==> src/rtl/apb_requester_if.sv <==
// apb_if: APB5 bus between one requester and NUM_OF_SLAVES completers,
// including the per-signal odd-parity check bits.
interface apb_if #(
  parameter int ADDR_WIDTH    = 32,
  parameter int DATA_WIDTH    = 32,
  parameter int NUM_OF_SLAVES = 4
);
  localparam int AB = (ADDR_WIDTH + 7) / 8;
  localparam int DB = DATA_WIDTH / 8;

  logic [ADDR_WIDTH-1:0]    PADDR;
  logic [2:0]               PPROT;
  logic [NUM_OF_SLAVES-1:0] PSELx;
  logic                     PENABLE;
  logic                     PWRITE;
  logic [DATA_WIDTH-1:0]    PWDATA;
  logic [DB-1:0]            PSTRB;
  logic                     PWAKEUP;

  logic [AB-1:0]            PADDRCHK;
  logic                     PCTRLCHK;
  logic                     PSELxCHK;
  logic                     PENABLECHK;
  logic [DB-1:0]            PWDATACHK;
  logic                     PSTRBCHK;
  logic                     PWAKEUPCHK;

  logic                     PREADY;
  logic [DATA_WIDTH-1:0]    PRDATA;
  logic                     PSLVERR;
  logic                     PREADYCHK;
  logic [DB-1:0]            PRDATACHK;
  logic                     PSLVERRCHK;

  modport master (
    output PADDR, PPROT, PSELx, PENABLE,
    output PWRITE, PWDATA, PSTRB, PWAKEUP,
    output PADDRCHK, PCTRLCHK, PSELxCHK,
    output PENABLECHK, PWDATACHK, PSTRBCHK,
    output PWAKEUPCHK,
    input  PREADY, PRDATA, PSLVERR,
    input  PREADYCHK, PRDATACHK, PSLVERRCHK
  );

  modport slave (
    input  PADDR, PPROT, PSELx, PENABLE,
    input  PWRITE, PWDATA, PSTRB, PWAKEUP,
    input  PADDRCHK, PCTRLCHK, PSELxCHK,
    input  PENABLECHK, PWDATACHK, PSTRBCHK,
    input  PWAKEUPCHK,
    output PREADY, PRDATA, PSLVERR,
    output PREADYCHK, PRDATACHK, PSLVERRCHK
  );
endinterface

==> src/rtl/apb_requester.sv <==
// apb_requester: cmd/rsp stream to APB5 SETUP/ACCESS transfers,
// with odd-parity generation, inbound checks and a wait-state timeout.
module apb_requester #(
  parameter int ADDR_WIDTH     = 32,
  parameter int DATA_WIDTH     = 32,
  parameter int NUM_OF_SLAVES  = 4,
  parameter int TIMEOUT_CYCLES = 16,
  parameter int SW = (NUM_OF_SLAVES > 1) ?
                     $clog2(NUM_OF_SLAVES) : 1
) (
  input  logic                    PCLK,
  input  logic                    PRESETn,
  input  logic                    cmd_valid,
  output logic                    cmd_ready,
  input  logic                    cmd_write,
  input  logic [ADDR_WIDTH-1:0]   cmd_addr,
  input  logic [DATA_WIDTH-1:0]   cmd_wdata,
  input  logic [DATA_WIDTH/8-1:0] cmd_strb,
  input  logic [2:0]              cmd_prot,
  input  logic [SW-1:0]           cmd_sel,
  output logic                    rsp_valid,
  input  logic                    rsp_ready,
  output logic [DATA_WIDTH-1:0]   rsp_rdata,
  output logic                    rsp_slverr,
  output logic                    rsp_parerr,
  output logic                    rsp_timeout,
  apb_if.master                   apb
);
  localparam int AB = (ADDR_WIDTH + 7) / 8;
  localparam int DB = DATA_WIDTH / 8;
  localparam int CW = (TIMEOUT_CYCLES > 1) ?
                      $clog2(TIMEOUT_CYCLES) : 1;
  localparam bit TMO_EN = (TIMEOUT_CYCLES != 0);
  localparam logic [CW-1:0] TLAST =
    CW'(TMO_EN ? TIMEOUT_CYCLES - 1 : 0);
  localparam logic [SW:0] NSL = (SW+1)'(NUM_OF_SLAVES);

  typedef enum logic [1:0] {
    IDLE, SETUP, ACCESS, RESP
  } state_t;

  state_t                   st;
  logic [CW-1:0]            wcnt;
  logic [ADDR_WIDTH-1:0]    paddr;
  logic [2:0]               pprot;
  logic [NUM_OF_SLAVES-1:0] psel;
  logic                     penable;
  logic                     pwrite;
  logic [DATA_WIDTH-1:0]    pwdata;
  logic [DB-1:0]            pstrb;
  logic                     pwakeup;

  logic                     in_range;
  logic [NUM_OF_SLAVES-1:0] sel_oh;
  logic                     sel_any;
  logic                     tmo_hit;
  logic                     done;
  logic                     rdy_perr;
  logic                     err_perr;
  logic                     rd_perr;
  logic [DB-1:0]            rd_odd;
  logic [AB-1:0]            addr_chk;
  logic [DB-1:0]            wdata_chk;

  assign in_range = {1'b0, cmd_sel} < NSL;
  assign sel_oh   = in_range ?
                    (NUM_OF_SLAVES'(1) << cmd_sel) : '0;
  assign sel_any  = |psel;
  assign tmo_hit  = TMO_EN && (wcnt == TLAST) && !apb.PREADY;
  assign done     = !sel_any || apb.PREADY || tmo_hit;

  // odd parity: a healthy signal+check pair has an odd popcount
  assign rdy_perr = ~(apb.PREADY ^ apb.PREADYCHK);
  assign err_perr = ~(apb.PSLVERR ^ apb.PSLVERRCHK);
  assign rd_perr  = ~&rd_odd;

  always_comb begin
    rd_odd    = apb.PRDATACHK;
    addr_chk  = '1;
    wdata_chk = '1;
    for (int i = 0; i < DATA_WIDTH; i++)
      rd_odd[i/8] = rd_odd[i/8] ^ apb.PRDATA[i];
    for (int i = 0; i < ADDR_WIDTH; i++)
      addr_chk[i/8] = addr_chk[i/8] ^ paddr[i];
    for (int i = 0; i < DATA_WIDTH; i++)
      wdata_chk[i/8] = wdata_chk[i/8] ^ pwdata[i];
  end

  assign apb.PADDR      = paddr;
  assign apb.PPROT      = pprot;
  assign apb.PSELx      = psel;
  assign apb.PENABLE    = penable;
  assign apb.PWRITE     = pwrite;
  assign apb.PWDATA     = pwdata;
  assign apb.PSTRB      = pstrb;
  assign apb.PWAKEUP    = pwakeup;
  assign apb.PADDRCHK   = addr_chk;
  assign apb.PWDATACHK  = wdata_chk;
  assign apb.PCTRLCHK   = ~^{pprot, pwrite};
  assign apb.PSELxCHK   = ~^psel;
  assign apb.PSTRBCHK   = ~^pstrb;
  assign apb.PENABLECHK = ~penable;
  assign apb.PWAKEUPCHK = ~pwakeup;

  always_ff @(posedge PCLK or negedge PRESETn) begin
    if (!PRESETn) begin
      st          <= IDLE;
      wcnt        <= '0;
      paddr       <= '0;
      pprot       <= '0;
      psel        <= '0;
      penable     <= 1'b0;
      pwrite      <= 1'b0;
      pwdata      <= '0;
      pstrb       <= '0;
      pwakeup     <= 1'b0;
      cmd_ready   <= 1'b1;
      rsp_valid   <= 1'b0;
      rsp_rdata   <= '0;
      rsp_slverr  <= 1'b0;
      rsp_parerr  <= 1'b0;
      rsp_timeout <= 1'b0;
    end else begin
      pwakeup <= cmd_valid || (st != IDLE);
      unique case (st)
        IDLE: if (cmd_valid) begin
          paddr       <= cmd_addr;
          pprot       <= cmd_prot;
          pwrite      <= cmd_write;
          pwdata      <= cmd_write ? cmd_wdata : '0;
          pstrb       <= cmd_write ? cmd_strb : '0;
          psel        <= sel_oh;
          cmd_ready   <= 1'b0;
          rsp_rdata   <= '0;
          rsp_slverr  <= 1'b0;
          rsp_parerr  <= 1'b0;
          rsp_timeout <= 1'b0;
          st          <= SETUP;
        end
        SETUP: begin
          penable <= 1'b1;
          wcnt    <= '0;
          st      <= ACCESS;
        end
        ACCESS: begin
          if (sel_any) begin
            wcnt       <= wcnt + 1'b1;
            rsp_parerr <= rsp_parerr | rdy_perr |
                          (apb.PREADY &
                           (err_perr | (~pwrite & rd_perr)));
          end
          if (done) begin
            psel        <= '0;
            penable     <= 1'b0;
            rsp_valid   <= 1'b1;
            rsp_slverr  <= ~sel_any |
                           (apb.PREADY & apb.PSLVERR);
            rsp_timeout <= sel_any & ~apb.PREADY;
            rsp_rdata   <= (sel_any && apb.PREADY && !pwrite) ?
                           apb.PRDATA : '0;
            st          <= RESP;
          end
        end
        RESP: if (rsp_ready) begin
          rsp_valid <= 1'b0;
          cmd_ready <= 1'b1;
          st        <= IDLE;
        end
        default: st <= IDLE;
      endcase
    end
  end
endmodule
==> src/flat_wrapper.sv <==
// flat-port wrapper written by rule: the top's interface ports become plain ports
module apb_requester_flat 
#(
  parameter int ADDR_WIDTH     = 32,
  parameter int DATA_WIDTH     = 32,
  parameter int NUM_OF_SLAVES  = 4,
  parameter int TIMEOUT_CYCLES = 16,
  parameter int SW = (NUM_OF_SLAVES > 1) ?
                     $clog2(NUM_OF_SLAVES) : 1
)
  (PCLK, PRESETn, cmd_valid, cmd_ready, cmd_write, cmd_addr, cmd_wdata, cmd_strb, cmd_prot, cmd_sel, rsp_valid, rsp_ready, rsp_rdata, rsp_slverr, rsp_parerr, rsp_timeout, apb_PADDR, apb_PPROT, apb_PSELx, apb_PENABLE, apb_PWRITE, apb_PWDATA, apb_PSTRB, apb_PWAKEUP, apb_PADDRCHK, apb_PCTRLCHK, apb_PSELxCHK, apb_PENABLECHK, apb_PWDATACHK, apb_PSTRBCHK, apb_PWAKEUPCHK, apb_PREADY, apb_PRDATA, apb_PSLVERR, apb_PREADYCHK, apb_PRDATACHK, apb_PSLVERRCHK);
  apb_if #(.ADDR_WIDTH(ADDR_WIDTH), .DATA_WIDTH(DATA_WIDTH), .NUM_OF_SLAVES(NUM_OF_SLAVES)) apb_i ();
  input  logic PCLK;
  input  logic PRESETn;
  input  logic cmd_valid;
  output logic cmd_ready;
  input  logic cmd_write;
  input  logic [ADDR_WIDTH-1:0] cmd_addr;
  input  logic [DATA_WIDTH-1:0] cmd_wdata;
  input  logic [DATA_WIDTH/8-1:0] cmd_strb;
  input  logic [2:0] cmd_prot;
  input  logic [SW-1:0] cmd_sel;
  output logic rsp_valid;
  input  logic rsp_ready;
  output logic [DATA_WIDTH-1:0] rsp_rdata;
  output logic rsp_slverr;
  output logic rsp_parerr;
  output logic rsp_timeout;
  output wire logic [$bits(apb_i.PADDR)-1:0] apb_PADDR;
  output wire logic [$bits(apb_i.PPROT)-1:0] apb_PPROT;
  output wire logic [$bits(apb_i.PSELx)-1:0] apb_PSELx;
  output wire logic [$bits(apb_i.PENABLE)-1:0] apb_PENABLE;
  output wire logic [$bits(apb_i.PWRITE)-1:0] apb_PWRITE;
  output wire logic [$bits(apb_i.PWDATA)-1:0] apb_PWDATA;
  output wire logic [$bits(apb_i.PSTRB)-1:0] apb_PSTRB;
  output wire logic [$bits(apb_i.PWAKEUP)-1:0] apb_PWAKEUP;
  output wire logic [$bits(apb_i.PADDRCHK)-1:0] apb_PADDRCHK;
  output wire logic [$bits(apb_i.PCTRLCHK)-1:0] apb_PCTRLCHK;
  output wire logic [$bits(apb_i.PSELxCHK)-1:0] apb_PSELxCHK;
  output wire logic [$bits(apb_i.PENABLECHK)-1:0] apb_PENABLECHK;
  output wire logic [$bits(apb_i.PWDATACHK)-1:0] apb_PWDATACHK;
  output wire logic [$bits(apb_i.PSTRBCHK)-1:0] apb_PSTRBCHK;
  output wire logic [$bits(apb_i.PWAKEUPCHK)-1:0] apb_PWAKEUPCHK;
  input wire logic [$bits(apb_i.PREADY)-1:0] apb_PREADY;
  input wire logic [$bits(apb_i.PRDATA)-1:0] apb_PRDATA;
  input wire logic [$bits(apb_i.PSLVERR)-1:0] apb_PSLVERR;
  input wire logic [$bits(apb_i.PREADYCHK)-1:0] apb_PREADYCHK;
  input wire logic [$bits(apb_i.PRDATACHK)-1:0] apb_PRDATACHK;
  input wire logic [$bits(apb_i.PSLVERRCHK)-1:0] apb_PSLVERRCHK;
  assign apb_PADDR = apb_i.PADDR;
  assign apb_PPROT = apb_i.PPROT;
  assign apb_PSELx = apb_i.PSELx;
  assign apb_PENABLE = apb_i.PENABLE;
  assign apb_PWRITE = apb_i.PWRITE;
  assign apb_PWDATA = apb_i.PWDATA;
  assign apb_PSTRB = apb_i.PSTRB;
  assign apb_PWAKEUP = apb_i.PWAKEUP;
  assign apb_PADDRCHK = apb_i.PADDRCHK;
  assign apb_PCTRLCHK = apb_i.PCTRLCHK;
  assign apb_PSELxCHK = apb_i.PSELxCHK;
  assign apb_PENABLECHK = apb_i.PENABLECHK;
  assign apb_PWDATACHK = apb_i.PWDATACHK;
  assign apb_PSTRBCHK = apb_i.PSTRBCHK;
  assign apb_PWAKEUPCHK = apb_i.PWAKEUPCHK;
  assign apb_i.PREADY = apb_PREADY;
  assign apb_i.PRDATA = apb_PRDATA;
  assign apb_i.PSLVERR = apb_PSLVERR;
  assign apb_i.PREADYCHK = apb_PREADYCHK;
  assign apb_i.PRDATACHK = apb_PRDATACHK;
  assign apb_i.PSLVERRCHK = apb_PSLVERRCHK;
  apb_requester #(.ADDR_WIDTH(ADDR_WIDTH), .DATA_WIDTH(DATA_WIDTH), .NUM_OF_SLAVES(NUM_OF_SLAVES), .TIMEOUT_CYCLES(TIMEOUT_CYCLES), .SW(SW)) u_core (.PCLK(PCLK), .PRESETn(PRESETn), .cmd_valid(cmd_valid), .cmd_ready(cmd_ready), .cmd_write(cmd_write), .cmd_addr(cmd_addr), .cmd_wdata(cmd_wdata), .cmd_strb(cmd_strb), .cmd_prot(cmd_prot), .cmd_sel(cmd_sel), .rsp_valid(rsp_valid), .rsp_ready(rsp_ready), .rsp_rdata(rsp_rdata), .rsp_slverr(rsp_slverr), .rsp_parerr(rsp_parerr), .rsp_timeout(rsp_timeout), .apb(apb_i));
endmodule
==> config.mk <==
export PLATFORM = sky130hd
export DESIGN_NAME = apb_requester_flat
export DESIGN_NICKNAME = d
export VERILOG_FILES = /design/src/rtl/apb_requester_if.sv /design/src/rtl/apb_requester.sv /design/src/flat_wrapper.sv
export SDC_FILE = /design/constraint.sdc
export NUM_CORES = 1
export LEC_CHECK = 0
export BUFFER_PORTS_ARGS = -buffer_cell sky130_fd_sc_hd__buf_2
export CORE_ASPECT_RATIO = 1.75
export CORE_UTILIZATION = 45
export CTS_BUF_LIST = sky130_fd_sc_hd__clkbuf_16
export CTS_CLUSTER_DIAMETER = 50
export DETAILED_ROUTE_END_ITERATION = 8
export PLACE_DENSITY = 0.76
export SKIP_CTS_REPAIR_TIMING = 1
export SLEW_MARGIN = 10
export SYNTH_ARGS = -nofsm -noshare
export SYNTH_HDL_FRONTEND = slang
export SYNTH_SLANG_ARGS = --single-unit
==> constraint.sdc <==
create_clock -name PCLK -period 3.3 [get_ports PCLK]
set_input_delay 0.66 -clock PCLK [delete_from_list [all_inputs] [get_ports PCLK]]
set_output_delay 0.66 -clock PCLK [all_outputs]
set_load 0.05 [all_outputs]
==> results of run 1 <==
-- logic make-up (layout without fill, tap and decap cells) --
logic type	count (synthesis)	after routing	synth area share
AND/OR/NAND/NOR	171	171	0.116
flip-flops	121	121	0.523
XOR/XNOR	95	95	0.153
AO/OA/AOI/OAI	90	90	0.0832
multiplexers	41	41	0.0791
buffers and inverters	39	294	0.0279
adder cells (fa/ha/maj)	8	8	0.0173
other	0	1	0
-- cells in the final DEF (no fill, tap or decap), types with 2 or more instances in the layout --
cell type / n
clkbuf_16: 17
dfrtp_1: 120
nand2_1: 154
nand2b_1: 4
xor2_1: 8
inv_6: 2
inv_1: 12
o21ai_1: 5
a21oi_1: 4
clkinvlp_4: 4
o41ai_1: 2
o21ai_0: 71
buf_2: 244
bufinv_16: 3
buf_4: 6
mux2_2: 38
xnor3_1: 4
mux2i_1: 3
nor2_1: 6
clkinv_4: 3
xnor2_1: 83
ha_1: 8
-- metrics by stage --
stage               hold slack (ps)  utilization  worst slack, ps  instances
floorplan                       364            -              778        565
global placement                457        0.574             1070        956
detailed placement              465        0.574             1050        956
CTS                             391        0.623              857        988
global route                    396        0.623              860        989
finish                          328        0.623              934        989
-- state kept, by name, indices dropped and copies added, names as in the netlist --
register            cells
u_core.apb.PADDR       32
u_core.apb.PWDATA      32
u_core.rsp_rdata       32
u_core.apb.PSELx        4
u_core.apb.PSTRB        4
u_core.wcnt             4
u_core.apb.PPROT        3
u_core.st               2
u_core.apb.PENABLE      1
u_core.apb.PWAKEUP      1
u_core.apb.PWRITE       1
u_core.cmd_ready        1
u_core.rsp_parerr       1
u_core.rsp_slverr       1
u_core.rsp_timeout      1
u_core.rsp_valid        1
-- worst max-delay path, cell delays in order, from the launching register on --
cell and delay, ps:
dfrtp_1 400, xnor2_1 300, xnor2_1 190, xnor2_1 140, buf_2 280
-- worst max-delay path by stage --
stage / startpoint / end / cells past startpoint
2_1_floorplan: u_core.apb.PSELx[2]$_DFFE_PN0P_ / apb_PSELxCHK / 3
3_3_place_gp: apb_PRDATA[12] / u_core.rsp_parerr$_DFFE_PN0P_ / 6
3_5_place_dp: apb_PRDATA[12] / u_core.rsp_parerr$_DFFE_PN0P_ / 6
4_1_cts: u_core.apb.PADDR[6]$_DFFE_PN0P_ / apb_PADDRCHK[0] / 4
5_1_grt: u_core.apb.PADDR[6]$_DFFE_PN0P_ / apb_PADDRCHK[0] / 4
6_report: u_core.apb.PADDR[6]$_DFFE_PN0P_ / apb_PADDRCHK[0] / 4
-- final cells by class --
cell class / instances / area (µm²)
tap: 168 / 210
timing repair buffer: 251 / 1290
multi-input combinational: 405 / 2610
antenna: 1 / 2.50
clock buffer: 17 / 425
inverter: 11 / 41.3
clock inverter: 15 / 176
sequential: 121 / 3030
fill: 1075 / 4710
-- per-layer routing --
metal,routed length [µm],vias to the layer above
met4,456,0
met5,0,-
met3,938,29
met1,5300,2245
li1,-,2328
met2,7650,185
==> results_dict.tcl, run 1 <==
set metrics [dict create \
    outcome "finished, final reports clean" \
    finalSetupViolations 0 \
    synth_top_area_cell "dfrtp_1" \
    ys_warn_count 0 \
    cts_tree "yes" \
    reg2reg_from "u_core.st[0]$_DFFE_PN0P_" \
    r2r-end "u_core.rsp_rdata[2]$_DFFE_PN0P_" \
    wl_per_cell_um 14.5 \
    area_growth_pct 34.4 \
    ys_seq_elements 121 \
    startpoint_type "register" \
    cts-buffers-inserted 17 \
    die_h_um 152 \
    io_buffers 245 \
    synth_area_leaders "dfrtp_1 (52%), xnor2_1 (13%), nand2_1 (10%), mux2_2 (7.4%), o21ai_0 (6.1%)" \
    grt_use_met1 0.232 \
    grt_busiest_layer "met2" \
    yosysUniqueCellTypes 35 \
    antenna_found_initial 1 \
    die_w_um 87.8 \
    clk_path_buf_depth 2 \
    slew_headroom 0.531 \
    clock-sinks 121 \
    synth_edf_count 0 \
    rsz0062_at_grt "no" \
    drtPass1Iterations 4 \
    grt_pass1_wl_um 22800 \
    ys_seq_area_frac 0.523 \
    path_max_fanout 3 \
    tightest_slew_ps 704 \
    syn_inst 565 \
    worstPathRequired_ps 2640 \
    fin_tns_setup_ps 0 \
    hold_class "in -> async" \
    hpwl_um 10600 \
    cp.arrival_ps 1710 \
    place_area_um2 7180 \
    ctsHtreeMaxLevel 4 \
    use_met2 0.406 \
    detail_route.vias_per_cell 4.84 \
    track_usage 0.224 \
    clkTransAtPathRegs_ps 60 \
    core_um2 12500 \
    clkLatencyLatePin_ps 400 \
    synthFlopType "dfrtp_1" \
    end_kind "output pin" \
    syn-num-nets 691 \
    finClkSkew_ps 10.2 \
    place_congestion 0.806 \
    grt_pass1_vias 4749 \
    ant_nets 0 \
    drt-initial-drc-count 109 \
    synth_area_um2 5790 \
    drive_gt1_frac 0.395 \
    synth_top_area_share 0.519 \
    r2r_slack_ps 1070 \
    placementRows 54 \
    wl_um 14300 \
    ios 246 \
    maxCapViolCount 0 \
    start_util 0.463 \
    synth_commonest_cells "nand2_1 (155), dfrtp_1 (120), xnor2_1 (83)" \
    overflow 0 \
    slew_viol_final 0 \
    grt_max_degree 122 \
    synthArstFlopShare 1.00 \
    die_area_um2 13300 \
    ctsRootBufferMaster "clkbuf_16" \
    use_met3 0.0565 \
    design_area_um2 7780 \
    critPathKind "reg -> out" \
    drc 0 \
    final.period_utilization 0.717 \
    nets 933 \
    max_freq_mhz 423 \
    r2r_cells 7 \
    hold_violations 0 \
    min_period_ps 2370 \
    vias 4787 \
    yosysMostFrequentCell "nand2_1" \
    postSynthAreaPerCell_um2 10.2 \
]
Power of run 1 is not shown: default switching activity piles up to over one toggle a cycle in this logic, so the estimate is an artifact.
==> run 2: changes to the inputs <==
==> constraint.sdc (replaced) <==
create_clock -name PCLK -period 2.34 [get_ports PCLK]
set_input_delay 0.468 -clock PCLK [delete_from_list [all_inputs] [get_ports PCLK]]
set_output_delay 0.468 -clock PCLK [all_outputs]
set_load 0.05 [all_outputs]
==> run 2 against run 1 <==
Die area did not move. Sequential share of layout area down 0.12 points. Cell area rose by 0.32%. Register-to-register slack lost 640 ps. Routed wire length up 2.4%. Clock-buffer cell count stayed put. Via count down 0.50%. Worst hold slack lost 280 ps. First-iteration DRC count fell by 12%. Highest routed layer unchanged.
==> results_dict.tcl, run 2 (synthesized netlist as in run 1, its figures left out) <==
set metrics [dict create \
    end_kind "output pin" \
    hold_violations 0 \
    critPathKind "reg -> out" \
    rsz0062_at_grt "no" \
    startpoint_type "register" \
    fin_tns_setup_ps 0 \
    clk_path_buf_depth 2 \
    grt_busiest_layer "met2" \
    clock-sinks 121 \
    die_w_um 87.8 \
    placementRows 54 \
    layout_common_cells "buf_2 (244), nand2_1 (154), dfrtp_1 (120)" \
    worstPathRequired_ps 1870 \
    grt_pass1_wl_um 23500 \
    clkLatencyLatePin_ps 410 \
    outcome "finished, final reports clean" \
    grt_max_degree 75 \
    die_area_um2 13300 \
    use_met3 0.0646 \
    finalSetupViolations 0 \
    r2r_cells 7 \
    nets 938 \
    final.period_utilization 0.928 \
    drc 0 \
    cts-buffers-inserted 17 \
    core_um2 12500 \
    use_met2 0.419 \
    crit_top_cell "xnor2_1" \
    max_stage_delay_ps 400 \
    layout_commonest_cell "buf_2" \
    cts_tree "yes" \
    area_growth_pct 34.9 \
    slew_headroom 0.529 \
    reg2reg_from "u_core.st[0]$_DFFE_PN0P_" \
    maxCapViolCount 0 \
    cp.arrival_ps 1700 \
    ctsHtreeMaxLevel 4 \
    crit_chain "xnor2_1 > xnor2_1 > xnor2_1 > buf_2" \
    path_max_fanout 3 \
    place_congestion 0.804 \
    grt_pass1_vias 4807 \
    tightest_slew_ps 706 \
    clkTransAtPathRegs_ps 60 \
    wl_um 14700 \
    grt_use_met1 0.239 \
    overflow 0 \
    vias 4763 \
    r2r-end "u_core.rsp_rdata[17]$_DFFE_PN0P_" \
    finClkSkew_ps 8.98 \
    start_util 0.463 \
    ctsRootBufferMaster "clkbuf_16" \
    ios 246 \
    drtPass1Iterations 4 \
    track_usage 0.231 \
    ant_nets 0 \
    hpwl_um 11100 \
    io_buffers 245 \
    die_h_um 152 \
    r2r_slack_ps 430 \
    max_freq_mhz 461 \
    wl_per_cell_um 14.8 \
    min_period_ps 2170 \
    detail_route.vias_per_cell 4.80 \
    antenna_cells 0 \
    drt-initial-drc-count 96 \
    antenna_found_initial 0 \
    drive_gt1_frac 0.399 \
    hold_class "in -> async" \
    cp_slowest_cell "dfrtp_1" \
    slew_viol_final 0 \
]
## run 2: cell count changes in the layout (fill, tap and decap cells not counted)
cell,before,now
clkinv_2,1,0
inv_1,12,11
inv_8,0,1
clkinv_1,1,2
bufinv_16,3,1
diode_2,1,0
buf_12,1,3
inv_6,2,5
clkinvlp_4,4,3
buf_4,6,9
## run 2: layout make-up
cell class | instances | area [µm²]
Clock inverter | 15 | 141
Tap cell | 168 | 210
Inverter | 11 | 41.3
Sequential cell | 121 | 3030
Fill cell | 1072 | 4690
Timing Repair Buffer | 256 | 1350
Multi-Input combinational cell | 405 | 2610
Clock buffer | 17 | 425
## run 2: worst max-delay path by stage
stage	start	endpoint	slack, ps
after global routing	u_core.apb.PADDR[6]$_DFFE_PN0P_	apb_PADDRCHK[0]	60
after detailed placement	u_core.st[0]$_DFFE_PN0P_	u_core.rsp_rdata[11]$_DFFE_PN0P_	470
after global placement	apb_PRDATA[12]	u_core.rsp_parerr$_DFFE_PN0P_	510
after floorplan	u_core.apb.PSELx[2]$_DFFE_PN0P_	apb_PSELxCHK	10
after CTS	u_core.apb.PADDR[6]$_DFFE_PN0P_	apb_PADDRCHK[0]	110
final	u_core.apb.PWDATA[20]$_DFFE_PN0P_	apb_PWDATACHK[2]	170
## run 2: metal layers
layer	vias to the layer above	wire [µm]
li1	2343	-
met1	2225	5420
met2	171	7930
met3	24	941
met4	0	401
met5	-	0
## run 2: stage by stage
step	util	worst slack, ps	hold WS, ps	area (µm²)	std cells
after global routing	0.625	57.4	86.0	7810	993
after CTS	0.625	113	71.6	7810	993
after detailed placement	0.579	466	464	7240	961
after floorplan	-	10.3	172	5790	565
after global placement	0.579	513	457	7240	961
final	0.625	169	50.4	7810	993
## run 2: critical path, delay by kind of cell, from the launching register on
kind                      cells  cell delay [ps]
xor gates and xnor gates      3              580
DFF                           1              400
buffers and inverters         1              320
Power of run 2 is left out for the same reason.
